===== src/rtl/usb_pkg.sv =====
// Shared constants, types and helpers for the USB bitstream packet decoder.
package usb_pkg;

   localparam logic [7:0] SYNC        = 8'b0000_0001;

   localparam logic [1:0] TYPE_NONE   = 2'b00;
   localparam logic [1:0] TYPE_TOKEN  = 2'b01;
   localparam logic [1:0] TYPE_HSHAKE = 2'b10;
   localparam logic [1:0] TYPE_DATA   = 2'b11;

   localparam int PID_BITS       = 8;
   localparam int PAYLOAD_HSHAKE = 0;
   localparam int PAYLOAD_TOKEN  = 16;
   localparam int PAYLOAD_DATA   = 80;

   localparam int DATA_W   = 72;
   localparam int TOKEN_W  = 19;
   localparam int HSHAKE_W = 8;

   localparam int CNT_W = 7;

   typedef enum logic [2:0] {
      S_IDLE,
      S_PID,
      S_PAYLOAD,
      S_WAIT_EOP,
      S_DONE
   } state_t;

   // Counter value seen while the final expected bit of a packet arrives; the
   // counter runs from the first PID bit, so this is PID + payload - 1.
   function automatic logic [CNT_W-1:0] lastBitIdx(input logic [1:0] t);
      case (t)
         TYPE_TOKEN: lastBitIdx = CNT_W'(PID_BITS + PAYLOAD_TOKEN - 1);
         TYPE_DATA:  lastBitIdx = CNT_W'(PID_BITS + PAYLOAD_DATA - 1);
         default:    lastBitIdx = CNT_W'(PID_BITS + PAYLOAD_HSHAKE - 1);
      endcase
   endfunction

   function automatic logic [CNT_W-1:0] fieldEnd(input logic [1:0] t);
      case (t)
         TYPE_TOKEN: fieldEnd = CNT_W'(TOKEN_W);
         TYPE_DATA:  fieldEnd = CNT_W'(DATA_W);
         default:    fieldEnd = CNT_W'(HSHAKE_W);
      endcase
   endfunction

endpackage


===== src/rtl/counter.sv =====
// Saturating up-counter with synchronous clear; never wraps past all-ones.
module counter #(
   parameter int WIDTH = 7
) (
   input  logic             clk,
   input  logic             rst_n,
   input  logic             i_clr,
   input  logic             i_en,
   output logic [WIDTH-1:0] o_count
);

   logic [WIDTH-1:0] r_count;

   always_ff @(posedge clk or negedge rst_n) begin
      if (!rst_n)
         r_count <= '0;
      else if (i_clr)
         r_count <= '0;
      else if (i_en && (r_count != '1))
         r_count <= r_count + WIDTH'(1);
   end

   assign o_count = r_count;

endmodule


===== src/rtl/sipo_register.sv =====
// Serial-in parallel-out shift register, shifting left (new bit enters at LSB).
module sipo_register #(
   parameter int WIDTH = 72
) (
   input  logic             clk,
   input  logic             rst_n,
   input  logic             i_en,
   input  logic             i_bit,
   output logic [WIDTH-1:0] o_q
);

   logic [WIDTH-1:0] r_q;

   always_ff @(posedge clk or negedge rst_n) begin
      if (!rst_n)
         r_q <= '0;
      else if (i_en)
         r_q <= {r_q[WIDTH-2:0], i_bit};
   end

   assign o_q = r_q;

endmodule


===== src/rtl/bs_decoder.sv =====
// USB bitstream packet decoder: finds SYNC, checks the PID and captures
// token / handshake / data fields into held outputs until acknowledged.
module bs_decoder
   import usb_pkg::*;
(
   input  logic                clk,
   input  logic                rst_n,
   input  logic                s_in,
   input  logic                s_valid,
   input  logic                eop,
   input  logic                crc_ok,
   input  logic                pkt_ack,
   output logic [1:0]          pkt_type,
   output logic [DATA_W-1:0]   data,
   output logic [TOKEN_W-1:0]  token,
   output logic [HSHAKE_W-1:0] hshake,
   output logic                pkt_rcvd,
   output logic                pkt_err,
   output logic                crc_en,
   output logic                crc_clr
);

   state_t             r_state, w_next;
   logic [7:0]         r_win;
   logic [7:0]         w_winNext;
   logic [1:0]         r_cat;
   logic [1:0]         w_type;
   logic [CNT_W-1:0]   w_count;
   logic [DATA_W-1:0]  w_sipo, w_sipoNext;
   logic [7:0]         w_pidByte;
   logic               w_pidOk, w_pidEnd, w_last;
   logic               w_syncHit, w_shift, w_cntEn, w_err, w_accept;

   // The SIPO collects PID then field bits, so the low bits of its next value
   // always hold the complete field for whichever packet type is accepted.
   assign w_winNext  = {r_win[6:0], s_in};
   assign w_sipoNext = w_shift ? {w_sipo[DATA_W-2:0], s_in} : w_sipo;
   assign w_pidByte  = w_sipoNext[7:0];
   assign w_pidOk    = (w_pidByte[7:4] == ~w_pidByte[3:0]) && (w_pidByte[1:0] != TYPE_NONE);
   assign w_pidEnd   = (r_state == S_PID) && s_valid && (w_count == CNT_W'(PID_BITS - 1));
   assign w_type     = (r_state == S_PID) ? w_pidByte[1:0] : r_cat;
   assign w_last     = (r_state == S_PAYLOAD) && s_valid && (w_count == lastBitIdx(r_cat));

   counter #(.WIDTH(CNT_W)) u_counter (
      .clk     (clk),
      .rst_n   (rst_n),
      .i_clr   (w_syncHit),
      .i_en    (w_cntEn),
      .o_count (w_count)
   );

   sipo_register #(.WIDTH(DATA_W)) u_sipo (
      .clk   (clk),
      .rst_n (rst_n),
      .i_en  (w_shift),
      .i_bit (s_in),
      .o_q   (w_sipo)
   );

   always_ff @(posedge clk or negedge rst_n) begin
      if (!rst_n)
         r_state <= S_IDLE;
      else
         r_state <= w_next;
   end

   always_comb begin
      w_next   = r_state;
      w_err    = 1'b0;
      w_accept = 1'b0;
      case (r_state)
         S_IDLE: begin
            if (s_valid && (w_winNext == SYNC))
               w_next = S_PID;
         end
         S_PID: begin
            if (w_pidEnd) begin
               if (!w_pidOk)
                  w_err = 1'b1;
               else if (w_type == TYPE_HSHAKE) begin
                  if (eop)
                     w_accept = 1'b1;
                  else
                     w_next = S_WAIT_EOP;
               end
               else if (eop)
                  w_err = 1'b1;
               else
                  w_next = S_PAYLOAD;
            end
            else if (eop)
               w_err = 1'b1;
         end
         S_PAYLOAD: begin
            if (w_last) begin
               if (!eop)
                  w_next = S_WAIT_EOP;
               else if (crc_ok)
                  w_accept = 1'b1;
               else
                  w_err = 1'b1;
            end
            else if (eop)
               w_err = 1'b1;
         end
         S_WAIT_EOP: begin
            if (s_valid)
               w_err = 1'b1;
            else if (eop) begin
               if (crc_ok || (r_cat == TYPE_HSHAKE))
                  w_accept = 1'b1;
               else
                  w_err = 1'b1;
            end
         end
         S_DONE: begin
            if (pkt_ack)
               w_next = S_IDLE;
         end
         default: w_next = S_IDLE;
      endcase
      if (w_err)
         w_next = S_IDLE;
      else if (w_accept)
         w_next = S_DONE;
   end

   always_comb begin
      crc_en    = 1'b0;
      w_syncHit = 1'b0;
      w_shift   = 1'b0;
      w_cntEn   = 1'b0;
      case (r_state)
         S_IDLE:
            w_syncHit = s_valid && (w_winNext == SYNC);
         S_PID: begin
            w_shift = s_valid;
            w_cntEn = s_valid;
         end
         S_PAYLOAD: begin
            crc_en  = s_valid;
            w_cntEn = s_valid;
            w_shift = s_valid && (w_count < fieldEnd(r_cat));
         end
         default: ;
      endcase
   end

   // Registered outputs; only the field matching the accepted type is updated.
   always_ff @(posedge clk or negedge rst_n) begin
      if (!rst_n) begin
         r_win    <= '0;
         r_cat    <= TYPE_NONE;
         crc_clr  <= 1'b0;
         pkt_err  <= 1'b0;
         pkt_rcvd <= 1'b0;
         pkt_type <= TYPE_NONE;
         data     <= '0;
         token    <= '0;
         hshake   <= '0;
      end
      else begin
         crc_clr <= w_syncHit;
         pkt_err <= w_err;
         if ((r_state == S_IDLE) && s_valid)
            r_win <= w_winNext;
         if (w_pidEnd)
            r_cat <= w_pidByte[1:0];
         if (w_accept) begin
            pkt_rcvd <= 1'b1;
            pkt_type <= w_type;
            case (w_type)
               TYPE_TOKEN:  token  <= w_sipoNext[TOKEN_W-1:0];
               TYPE_HSHAKE: hshake <= w_sipoNext[HSHAKE_W-1:0];
               TYPE_DATA:   data   <= w_sipoNext;
               default: ;
            endcase
         end
         else if ((r_state == S_DONE) && pkt_ack) begin
            pkt_rcvd <= 1'b0;
            pkt_type <= TYPE_NONE;
         end
      end
   end

endmodule


===== config.mk =====
export PLATFORM = sky130hd
export DESIGN_NAME = bs_decoder
export DESIGN_NICKNAME = d
export VERILOG_FILES = /design/src/rtl/usb_pkg.sv /design/src/rtl/counter.sv /design/src/rtl/sipo_register.sv /design/src/rtl/bs_decoder.sv
export SDC_FILE = /design/constraint.sdc
export NUM_CORES = 1
export LEC_CHECK = 0
export BUFFER_PORTS_ARGS = -buffer_cell sky130_fd_sc_hd__clkbuf_2
export CAP_MARGIN = 30
export CORE_MARGIN = 5
export CORE_UTILIZATION = 50
export DETAILED_ROUTE_END_ITERATION = 7
export PLACE_DENSITY_LB_ADDON = 0.15
export SETUP_SLACK_MARGIN = 0.4
export SLEW_MARGIN = 20
export SYNTH_ARGS = -nofsm -noshare
export SYNTH_HDL_FRONTEND = slang
export SYNTH_HIERARCHICAL = 1
export SYNTH_SLANG_ARGS = --single-unit

===== constraint.sdc =====
create_clock -name clk -period 5.9 [get_ports clk]
set_clock_uncertainty 0.05 [all_clocks]
set_input_delay 1.18 -clock clk [delete_from_list [all_inputs] [get_ports clk]]
set_output_delay 1.18 -clock clk [all_outputs]
set_load 0.005 [all_outputs]

* Word level (Yosys, flattened, before mapping)
Index checks and enable logic that the tools add are counted.
Cells by class: $lt $le $gt $ge 1, equality and inequality tests 22, $add $sub $neg 1, bitwise logic cells 1, muxes and demuxes 47, reductions and logical operators 20
Operator list (count):
- $mux 72 | 1
- $mux 3 | 10
- $pmux 7 s2 | 2
- $mux 1 | 24
- $mux 7 | 3
- $ne 4x4->1 const B | 5
- $pmux 3 s5 | 1
- $logic_and 1x1->1 | 10
- $eq 2x2->1 const B | 4
- $eq 8x1->1 const B | 1
- $add 7x1->7 const B | 1
- $eq 7x3->1 const B | 1
- $eq 7x7->1 | 1
- $lt 7x7->1 | 1
- $ne 7x7->1 const B | 1
- $reduce_and 7->1 | 1
- $eq 3x2->1 const B | 2
- $mux 2 | 3
- $pmux 1 s3 | 2
- $reduce_and 2->1 | 3
- $reduce_bool 2->1 | 3
- $ne 5x4->1 const B | 1
- $eq 2x1->1 const B | 2
- $eq 4x4->1 | 1
- other kinds (8) | 8
Storage, ports and cells: register bits after elaboration 195, logic and storage cells 104

* Logic depth before layout (Yosys ltp)
depth after elaboration 15, gate-level depth with buffers 13, gate-level depth less buffers 9

* Cells and area by module
Netlist, hierarchy kept.
By module, submodules not included:
- bs_decoder | area each 5462.7 um^2, instances 1, cells an instance 535
- sipo_register | area each 3026.7 um^2, instances 1, cells an instance 152
- counter | area each 427.9 um^2, instances 1, cells an instance 41

* Worst setup path before layout
Ideal clock, no wire load.
path type input-to-reg, from in s_valid, to reg u_sipo.r_q[0] (netlist: u_sipo/o_q[0]), cell stages on the path 10, buffers on the path 5, arrival time 3125 ps, slack 2600 ps, cells stage by stage nand4bb_1 > a211oi_1 > a21boi_0 > clkbuf_1 > buf_2 > buf_1 > inv_1 > buf_6 > buf_12 > mux2_4
Between the ends: word-level cells in the longest chain between the ends 3
RTL lines:
- from (decl) | line bs_decoder.sv:9 | input logic s_valid,
- $logic_and 1x1->1 | line bs_decoder.sv:143 | w_shift = s_valid && (w_count < fieldEnd(r_cat));
- $pmux 1 s2 * | line bs_decoder.sv:133 | case (r_state)
- net w_shift | line bs_decoder.sv:32 | logic w_syncHit, w_shift, w_cntEn, w_err, w_accept;
- $mux 72 *
- to (signal assigned) | line sipo_register.sv:18 | r_q <= {r_q[WIDTH-2:0], i_bit};
- to (decl) | line sipo_register.sv:12 | logic [WIDTH-1:0] r_q;
The timed path passes the listed nets; every way through them passes the cells marked *. A chain may end at the register's enable or synchronous reset.

* Worst setup path in the final report
from reg r_cat[1], to reg u_sipo.r_q[48] (netlist: u_sipo/o_q[48])
Between the ends: word-level cells in the longest chain between the ends 7, elaborated cells between the ends (all ways) 8, those cells by class order compare: 1; eq/ne: 2; mux: 4; reduce/logical: 1
RTL lines:
- from (decl) | line bs_decoder.sv:26 | logic [1:0] r_cat;
- from (signal assigned) | line bs_decoder.sv:168 | r_cat <= w_pidByte[1:0];
- $eq 2x2->1 or $eq 2x1->1 (tied branches) | line usb_pkg.sv:41 | case (t)
- $pmux 7 s2 * | line usb_pkg.sv:41
- $mux 7 * | line bs_decoder.sv:133
- $lt 7x7->1 * | line bs_decoder.sv:143
- $logic_and 1x1->1 * | line bs_decoder.sv:143
- $pmux 1 s2 * | line bs_decoder.sv:133
- net w_shift | line bs_decoder.sv:32
- $mux 72 *
The timed path passes the listed nets; every way through them passes the cells marked *. The select of a mux whose other input is x is not followed.

==> impl_metrics.py <==
metrics = {
    "status": {
        "status": "finished, final reports clean",
    },
    "drt": {
        "post_drt_via_cell_ratio": 5.324,
        "drtAntennaViolNets": 0,
        "drcViolationCount": 0,
        "route.vias.total": 5654,
        "first_pass_iters": 5,
        "wl_per_cell_um": 16.84,
        "drt_iter0_drc": 295,
        "wl_mm": 17.88,
    },
    "critical_path": {
        "crit_buf_inv": 3,
        "arrival_ns": 4.03,
        "worstRegToRegCells": 9,
        "crit_path_start": "r_cat[1]$_DFFE_PN0P_",
        "r2r-start": "r_cat[1]$_DFFE_PN0P_",
        "cpLargestDelayFamily": "buffers and inverters",
        "r2r-end": "u_sipo/o_q[48]$_DFFE_PN0P_",
        "worst_path_most_repeated_cell": "buf_4",
        "end_kind": "register",
        "cp_num_cells": 9,
        "cpMaxStageDelayCell": "inv_4",
        "worstPathCellList": "nand2b_1 > ha_1 > a211o_1 > a211oi_1 > a21boi_4 > buf_4 > inv_4 > buf_4 > mux2_4",
        "cp_max_fo": 49,
        "critPathKind": "register to register",
        "cp.required_ns": 6.17,
        "cp_slowest_stage_delay_ns": 0.69,
        "reg2reg_slack_ns": 2.14,
        "start_kind": "register",
    },
    "power": {
        "ir_drop_mv": 0.2352,
        "p_total_mw": 3.299,
        "power_density_mw_per_mm2": 325.8,
        "p_leak_nw": 5.386,
    },
    "sta": {
        "relSlewSlack": 0.4306,
        "worst_pin_slew_ns": 0.8541,
        "hold_violations": 0,
        "layout_min_cycle_time_ns": 3.759,
        "setup_violations": 0,
        "slew_violations": 0,
        "rsz0062_at_grt": "no",
        "fin_crit_sh": 0.6372,
        "timing.fmax_mhz": 266.0,
        "tns_ns": 0,
    },
    "place": {
        "dp_hpwl_mm": 12.06,
        "port_buffers": 111,
        "gp_congestion": 0.8519,
    },
    "clock_network": {
        "clk_path_buf_depth": 2,
        "cts_inserted_buffers": 17,
        "cts_max_level": 4,
        "cts_hold_buf": 0,
        "clk_latency_ns": 0.43,
        "post_cts_buffers": 0,
        "cts_resized": 0,
        "clock-sinks": 195,
        "clkTransAtPathRegs_ns": 0.07,
        "cts_tree": "built",
        "root_buffer": "clkbuf_16",
    },
    "min_path": {
        "worst_hold_path.endpoint": "token[14]$_DFFE_PN0P_",
        "min_path_type": "register to register",
        "hp-start": "token[14]$_DFFE_PN0P_",
        "hold_depth": 2,
    },
    "synth": {
        "synth_mux_area_frac": 0.2238,
        "ys_ff_latch": 195,
        "synth-xor-area-share": 0.003929,
        "synth.top_cell.area_share": 0.5472,
        "synthArstFlopShare": 1.000,
        "synth.distinct_cells": 52,
        "syn_inst": 728,
        "yosysSeqAreaShare": 0.5472,
        "avgSynthCellArea_um2": 12.25,
        "synthesis.nets": 740,
        "syn_area_mm2": 0.008917,
        "synth-edff-count": 0,
        "yosys.area_share.simple": 0.09710,
        "yosys.area_share.adder": 0.007016,
        "synth_ff_type": "dfrtp_1",
        "ys_top_cells_by_area": "dfrtp_1 55%, mux2_4 12%, mux2i_1 9.2%, a21oi_1 4.4%, nor2_1 3.7%",
        "synth_top_family_by_area": "multiplexers",
        "ys_warn_count": 6,
        "synth_compound_area_frac": 0.07970,
        "yosysTopAreaCell": "dfrtp_1",
    },
    "floorplanning": {
        "core_area_mm2": 0.01742,
        "die_w_um": 143.5,
        "start_util": 0.5120,
        "die_h_um": 143.5,
        "ios": 112,
        "rows": 48,
        "die_area_mm2": 0.02061,
    },
    "cells_and_area": {
        "drive_above_1_share": 0.2939,
        "layout_common_cells": "195 x dfrtp_1, 110 x clkbuf_2, 89 x nor2_1",
        "nets": 836,
        "diodes": 0,
        "area_growth_syn_to_layout_pct": 13.54,
        "final_common_cell": "dfrtp_1",
    },
    "global_route": {
        "grt_max_degree": 94,
        "grt-ovfl-total": 0,
        "grt_antenna_before_repair": 0,
        "grt_pass1_wl_mm": 29.62,
        "grt_pass1_vias": 5801,
        "grt_usage": 0.1807,
    },
    "job": {
        "max_cap_viol_count": 0,
    },
}
-- cells by family after synthesis --
family,count (synthesis)
XOR/XNOR,4
AND/OR/NAND/NOR,175
adder cells (fa/ha/maj),5
flip-flops,195
AO/OA/AOI/OAI,128
buffers and inverters,58
multiplexers,163
-- registers in the layout (all words and copies together) (netlist names) --
register / cells
crc_clr: 1
data: 72
hshake: 8
pkt_err: 1
pkt_rcvd: 1
pkt_type: 2
r_cat: 2
r_state: 3
r_win: 7
token: 19
u_counter/o_count: 7
u_sipo/o_q: 72
-- layout make-up --
type,instances,area (µm²)
Timing Repair Buffer,120,631.9
Inverter,15,58.81
Clock buffer,18,439.2
Tap cell,225,281.5
Clock inverter,14,152.6
Fill cell,1470,7292
Sequential cell,195,4880
Multi-Input combinational cell,475,3681
-- stage by stage --
stage                 util  cell area (µm²)  instances  setup WS (ns)  hold slack (ns)
detailed placement  0.5473             9533       1030          1.764           0.4234
CTS                 0.5813            10120       1062          2.085           0.4400
global route        0.5813            10120       1062          1.871           0.4651
global placement    0.5465             9518       1028          1.859           0.4103
finish              0.5813            10120       1062          2.141           0.4349
floorplan                -             8917        728          2.600           0.4203
-- tightest hold or removal path, delay by kind of cell (launching register included) --
kind / cells / cell delay, ns
flip-flops: 1 / 0.35
AO/OA/AOI/OAI: 1 / 0.06
AND/OR/NAND/NOR: 1 / 0.05
-- how the worst max path moves through the flow --
stage                                             to
after floorplan            u_sipo/o_q[0]$_DFFE_PN0P_
after global placement    u_sipo/o_q[61]$_DFFE_PN0P_
after detailed placement  u_sipo/o_q[60]$_DFFE_PN0P_
after CTS                 u_sipo/o_q[60]$_DFFE_PN0P_
after global routing      u_sipo/o_q[60]$_DFFE_PN0P_
final                     u_sipo/o_q[48]$_DFFE_PN0P_
-- cell usage after synthesis (4+ instances only) --
cell / count
mux2_4: 70
buf_1: 5
nand2b_1: 5
mux2i_1: 82
a31oi_1: 7
buf_2: 17
dfrtp_1: 195
inv_1: 15
clkbuf_1: 12
a21oi_1: 78
o21ai_0: 26
buf_12: 7
nor2_1: 89
mux2_2: 11
nand4b_1: 4
nand3_1: 5
a211o_1: 4
xor2_1: 4
nand2_1: 36
ha_1: 5
nor3_1: 4
-- layer usage --
| layer | track usage | vias to the layer above | share of wire |
|---|---|---|---|
| met5 | 0 | - | 0 |
| met4 | 0.05055 | 0 | 0.011 |
| met3 | 0.04925 | 16 | 0.042 |
| met2 | 0.2961 | 88 | 0.49 |
| met1 | 0.2386 | 2802 | 0.46 |
| li1 | - | 2748 | - |
-- where the power goes --
part / internal [mW] / leakage (nW) / total (mW) / switching, mW
sequential: 1.41 / 2.65 / 1.53 / 0.121
clock: 0.639 / 0.268 / 1.15 / 0.513
combinational: 0.279 / 2.46 / 0.619 / 0.340
total: 2.33 / 5.39 / 3.30 / 0.973
Power figures use the tool's default switching activity.
